### src/rtl/mux_2x1.sv
// 2:1 multiplexer with a combinational output, a registered copy, saturating
// per-select usage counters and a one-cycle pulse flagging select changes.
module mux_2x1 #(
    parameter int WIDTH = 1,
    parameter int CNT_W = 16
) (
    input  logic             clk,
    input  logic             rst,
    input  logic [WIDTH-1:0] i0,
    input  logic [WIDTH-1:0] i1,
    input  logic             S,
    input  logic             en,
    output logic [WIDTH-1:0] Y,
    output logic [WIDTH-1:0] Y_q,
    output logic [CNT_W-1:0] cnt0,
    output logic [CNT_W-1:0] cnt1,
    output logic             sel_chg
);

    logic [WIDTH-1:0] yq_q,      yq_d;
    logic [CNT_W-1:0] cnt0_q,    cnt0_d;
    logic [CNT_W-1:0] cnt1_q,    cnt1_d;
    logic             sel_chg_q, sel_chg_d;
    logic             s_prev_q;
    // Low for the first edge after reset so a stale s_prev cannot raise sel_chg.
    logic             armed_q;

    // Increment that sticks at all-ones instead of wrapping.
    function automatic logic [CNT_W-1:0] sat_inc(input logic [CNT_W-1:0] v);
        if (v == {CNT_W{1'b1}}) begin
            sat_inc = v;
        end else begin
            sat_inc = v + {{(CNT_W-1){1'b0}}, 1'b1};
        end
    endfunction

    // Combinational select path, independent of clock, reset and enable.
    assign Y = S ? i1 : i0;

    // Next-state for the captured output, the counters and the change pulse.
    always_comb begin
        yq_d   = yq_q;
        cnt0_d = cnt0_q;
        cnt1_d = cnt1_q;
        if (en) begin
            yq_d = Y;
            if (S) begin
                cnt1_d = sat_inc(cnt1_q);
            end else begin
                cnt0_d = sat_inc(cnt0_q);
            end
        end else begin
            yq_d   = yq_q;
            cnt0_d = cnt0_q;
            cnt1_d = cnt1_q;
        end
        sel_chg_d = armed_q & (S != s_prev_q);
    end

    // State registers with synchronous reset taking priority over enable.
    always_ff @(posedge clk) begin
        if (rst) begin
            yq_q      <= {WIDTH{1'b0}};
            cnt0_q    <= {CNT_W{1'b0}};
            cnt1_q    <= {CNT_W{1'b0}};
            sel_chg_q <= 1'b0;
            s_prev_q  <= 1'b0;
            armed_q   <= 1'b0;
        end else begin
            yq_q      <= yq_d;
            cnt0_q    <= cnt0_d;
            cnt1_q    <= cnt1_d;
            sel_chg_q <= sel_chg_d;
            s_prev_q  <= S;
            armed_q   <= 1'b1;
        end
    end

    assign Y_q     = yq_q;
    assign cnt0    = cnt0_q;
    assign cnt1    = cnt1_q;
    assign sel_chg = sel_chg_q;

endmodule

### config.mk
export PLATFORM = sky130hd
export DESIGN_NAME = mux_2x1
export DESIGN_NICKNAME = d
export VERILOG_FILES = /design/src/rtl/mux_2x1.sv
export SDC_FILE = /design/constraint.sdc
export NUM_CORES = 1
export LEC_CHECK = 0
export BUFFER_PORTS_ARGS = -buffer_cell sky130_fd_sc_hd__buf_2
export CORE_ASPECT_RATIO = 1.75
export CORE_MARGIN = 5
export CORE_UTILIZATION = 49
export DETAILED_ROUTE_END_ITERATION = 6
export PLACE_DENSITY = 0.83
export SLEW_MARGIN = 10
export SYNTH_ARGS = -nofsm -noshare
export SYNTH_HDL_FRONTEND = slang
export SYNTH_SLANG_ARGS = --single-unit
### constraint.sdc
create_clock -name clk -period 1.6 [get_ports clk]
set_input_delay 0 -clock clk [delete_from_list [all_inputs] [get_ports clk]]
set_output_delay 0 -clock clk [all_outputs]
set_load 0.005 [all_outputs]
* Yosys cells after proc, flatten, opt, wreduce, memory -nomap -nowiden
Cells that the tools add are included.
** Operators by class
- Bitwise gates (word level) :: 4
- Add/sub/neg operators :: 2
- Equality and inequality tests :: 3
- Reductions and logical operators :: 2
- Multiplexer cells :: 2
** Operators with widths (count)
- $add A16 B1 Y16 const B :: 2
- $eq A16 B16 Y1 const B :: 2
- $reduce_and A3 Y1 :: 2
- $not A1 Y1 :: 3
- $mux W1 :: 2
- $and A1 B1 Y1 :: 1
- $ne A1 B1 Y1 :: 1
** Word-level totals
- Output and inout bits :: 35
- Flip-flop bits (word level) :: 36
- Logic and storage cells :: 19

* Logic depth before layout (Yosys ltp)
- Word-level depth :: 3
- Mapped depth :: 6
- Gate-level depth less buffers :: 5

* Worst setup path after synthesis
Ideal clock, no wire load.
- Path type :: register -> register
- Start :: register cnt0_q[0], in the netlist cnt0[0]
- End :: register cnt0_q[0], in the netlist cnt0[0]
- Path buffers :: 1
- Arrival time :: 1.560 ns
- Setup time :: 0.121 ns
- Setup slack :: -0.081 ns
- Cell stages (with the launch flop) :: 7
- Clock period less this slack :: 1.681 ns
- Required time :: 1.479 ns
- Path through :: dfxtp_1 ha_1 nand3_1 nor4_4 buf_6 a21oi_4 mux2_4
** On the way
- Cells in the longest elaborated chain, start to end :: 3
- Elaborated cells on any way between the ends :: 4
- Classes of those cells :: add/sub: 1; eq/ne: 1; bitwise: 1; reduce/logical: 1
** Ends and longest elaborated chain
- start, declared :: line 21 : logic [CNT_W-1:0] cnt0_q, cnt0_d;
- start signal, assigned :: line 64 : cnt0_q <= {CNT_W{1'b0}};
- start signal, assigned :: line 71 : cnt0_q <= cnt0_d;
- branches (longest 3 deep; another with $add A16 B1 Y16)
Parallel ways; which one is timed is not known.
A chain may end at the register's enable or synchronous reset.

* Final worst setup path
- Start :: register cnt0_q[0], in the netlist cnt0[0]
- End :: register cnt0_q[9], in the netlist cnt0[9]
The elaborated chain is that of the path after synthesis.

==> qor.yml <==
finalClockSkew_ns: 0.001481
cts_buffers: 5
routabilityCongestion: 0.9240
antenna_cells: 0
track_usage: 0.2135
synth_edf_count: 0
timing.hold.ws_ns: 0.06169
synth_top_area_cell: "dfxtp_1"
synthCells: 218
met2WireLength_mm: 3.129
setup_ws_ns: 0.02964
cts_buffer_depth: 2
finalPower_mw: 1.709
vdd_drop_max_v: 0.0006478
grt_max_degree: 20
status: "finished, final reports clean"
yosysTopAreaCellShare: 0.3596
dieArea_um2: 5520
clk_pin_slew_ns: 0.07
synth_nets: 226
drive_gt1_frac: 0.4746
r2r_slack_ns: 0.03
clock_sinks: 36
setup-violations-final: 0
antenna_found_initial: 0
io_buffer_count: 40
path_max_fanout: 8
dieHeight_um: 94.61
wl_per_cell_um: 16.20
synth_seq_area_share: 0.3596
fp.dieW_um: 58.35
cp.required_ns: 1.82
core-area_um2: 3904
highest_layer: "met4"
cp-end-kind: "flop"
synth_flop_cell: "dfxtp_1"
start_kind: "flop"
grt.overflow.total: 0
dp_slack_ns: -0.03033
dr.pass1.iters: 4
syn_area_um2: 2004
clkLatencyLatePin_ns: 0.29
leakage_nw: 1.169
synth_warnings: 0
arrival_ns: 1.79
period_needed_ns: 1.570
syn_to_final_growth_pct: 34.14
power.density_nw_per_um2: 635.7
grt_pass1_wl_mm: 9.094
via_per_inst: 5.974
cts-root-buf: "clkbuf_8"
initial_core_util: 0.5135
place_hpwl_mm: 4.126
ys_async_sr_fraction: 0
grt_pass1_vias: 1994
via_count: 2049
cap_violations: 0
fmax_mhz: 636.8
ant_nets: 0
drt_wl_total_mm: 5.556
ys_types: 53
rsz0062_at_grt: "true"
relSlewSlack: 0.7333
syn-mean-instance-area_um2: 9.195
utilization: 0.6888
h-tree-depth: 2
rows: 30
hold_viol_final: 0
drv_slew: 0
yosys_register_bits: 36
postCtsSetupBuffers: 0
yosys-top-cells-area: "dfxtp_1 (36%), a21oi_1 (3.7%), nor2b_1 (3.1%)"
cts_tree: "done"
min_path_type: "input pin to flop"
wl_met3_um: 209
fin_crit_sh: 0.9815
nNetsFinal: 302
drc: 0
drt-met1-wl_mm: 1.993
worstSetupPathType: "flop to flop"
worstMarginPinSlew_ns: 0.3991
first_iter_violations: 49
num_io_pins: 41
==> stage by stage <==
step                      cell area (um^2)   TNS, ns  std cells
after floorplan                       2004         0        218
final                                 2689         0        343
after detailed placement              2480   -0.1292        335
after global placement                2480         0        335
after global routing                  2689  -0.03986        343
after CTS                             2605         0        343
==> cell type report <==
class                           count  area, um^2
Tap cell                           48       60.06
Timing Repair Buffer               79       496.7
Clock buffer                        6       82.58
Fill cell                         307        1215
Clock inverter                      2       10.01
Inverter                            7       26.28
Multi-Input combinational cell    165        1281
Sequential cell                    36       732.0
==> cells in the mapped netlist, types with 2 or more instances <==
cell type	count
dfxtp_1	36
nand2_1	16
a21oi_1	15
nor2_1	12
nand3_1	11
nor2b_1	10
and3_1	8
o31ai_1	8
or4_1	8
nand4_1	7
a211oi_1	6
inv_1	6
a31oi_1	5
buf_2	4
mux2_2	4
mux2_4	4
nor3_1	4
a21oi_2	3
and4_1	3
and4b_1	3
mux2i_1	3
o21ai_0	3
or3_1	3
and2_1	2
buf_6	2
clkbuf_1	2
ha_1	2
mux2_1	2
nand4_4	2
==> timing repair <==
action	4_1_cts	5_1_grt
endpoints found under the setup margin	13	21
hold endpoints to repair	0	0
resized for setup	9	25
hold buffers	0	0
pin swaps	1	4
==> flip-flops by register name (all words and copies together), names as in the netlist <==
| name | flops |
|---|---|
| cnt0 | 16 |
| cnt1 | 16 |
| Y_q | 1 |
| armed_q | 1 |
| s_prev_q | 1 |
| sel_chg | 1 |
==> cells by family (layout without fill, tap and decap cells) <==
kind of cell	after synthesis	count (layout)	synth area share
xor+xnor	1	1	0.004370
compound gates	49	49	0.1760
flops	36	36	0.3595
fa+ha+maj	2	2	0.01248
simple gates	100	100	0.3171
buf+inv	17	94	0.05181
mux	13	13	0.07865
==> placed cells by master (no fill, tap or decap), types with 7 or more instances in the layout <==
cell type and instances:
nor2_1 11, nand2_1 16, dfxtp_2 9, nand3_1 8, a21oi_1 11, dfxtp_1 27
nor2b_1 10, nand4_1 7, o31ai_1 8, buf_2 40, buf_4 38, a21oi_2 7
==> metal layers <==
metal	vias to the layer above	global-route usage
li1	974	-
met1	991	0.2088
met3	20	0.03830
met2	64	0.4002
met4	0	0.1257
met5	-	0
==> where the power goes <==
part	total (mW)	internal, mW	leakage (nW)	switching [mW]
registers	0.915	0.908	0.296	0.00688
logic	0.111	0.0487	0.822	0.0624
clock network	0.683	0.344	0.0510	0.340
total	1.71	1.30	1.17	0.409
==> worst paths after layout <==
check               start       end  cells past startpoint
setup / recovery  cnt0[0]   cnt0[9]                      6
hold / removal          S  s_prev_q                      2
setup reg to reg  cnt0[0]   cnt0[9]                      6
hold reg to reg   armed_q   sel_chg                      1
==> critical path: stages, from the launching register on <==
cell and delay [ns]:
dfxtp_2 0.34, ha_4 0.17, nand4_1 0.14, nor3_2 0.07
buf_4 0.16, or4_1 0.47, a21oi_1 0.15
Power figures use the tool's default switching activity.
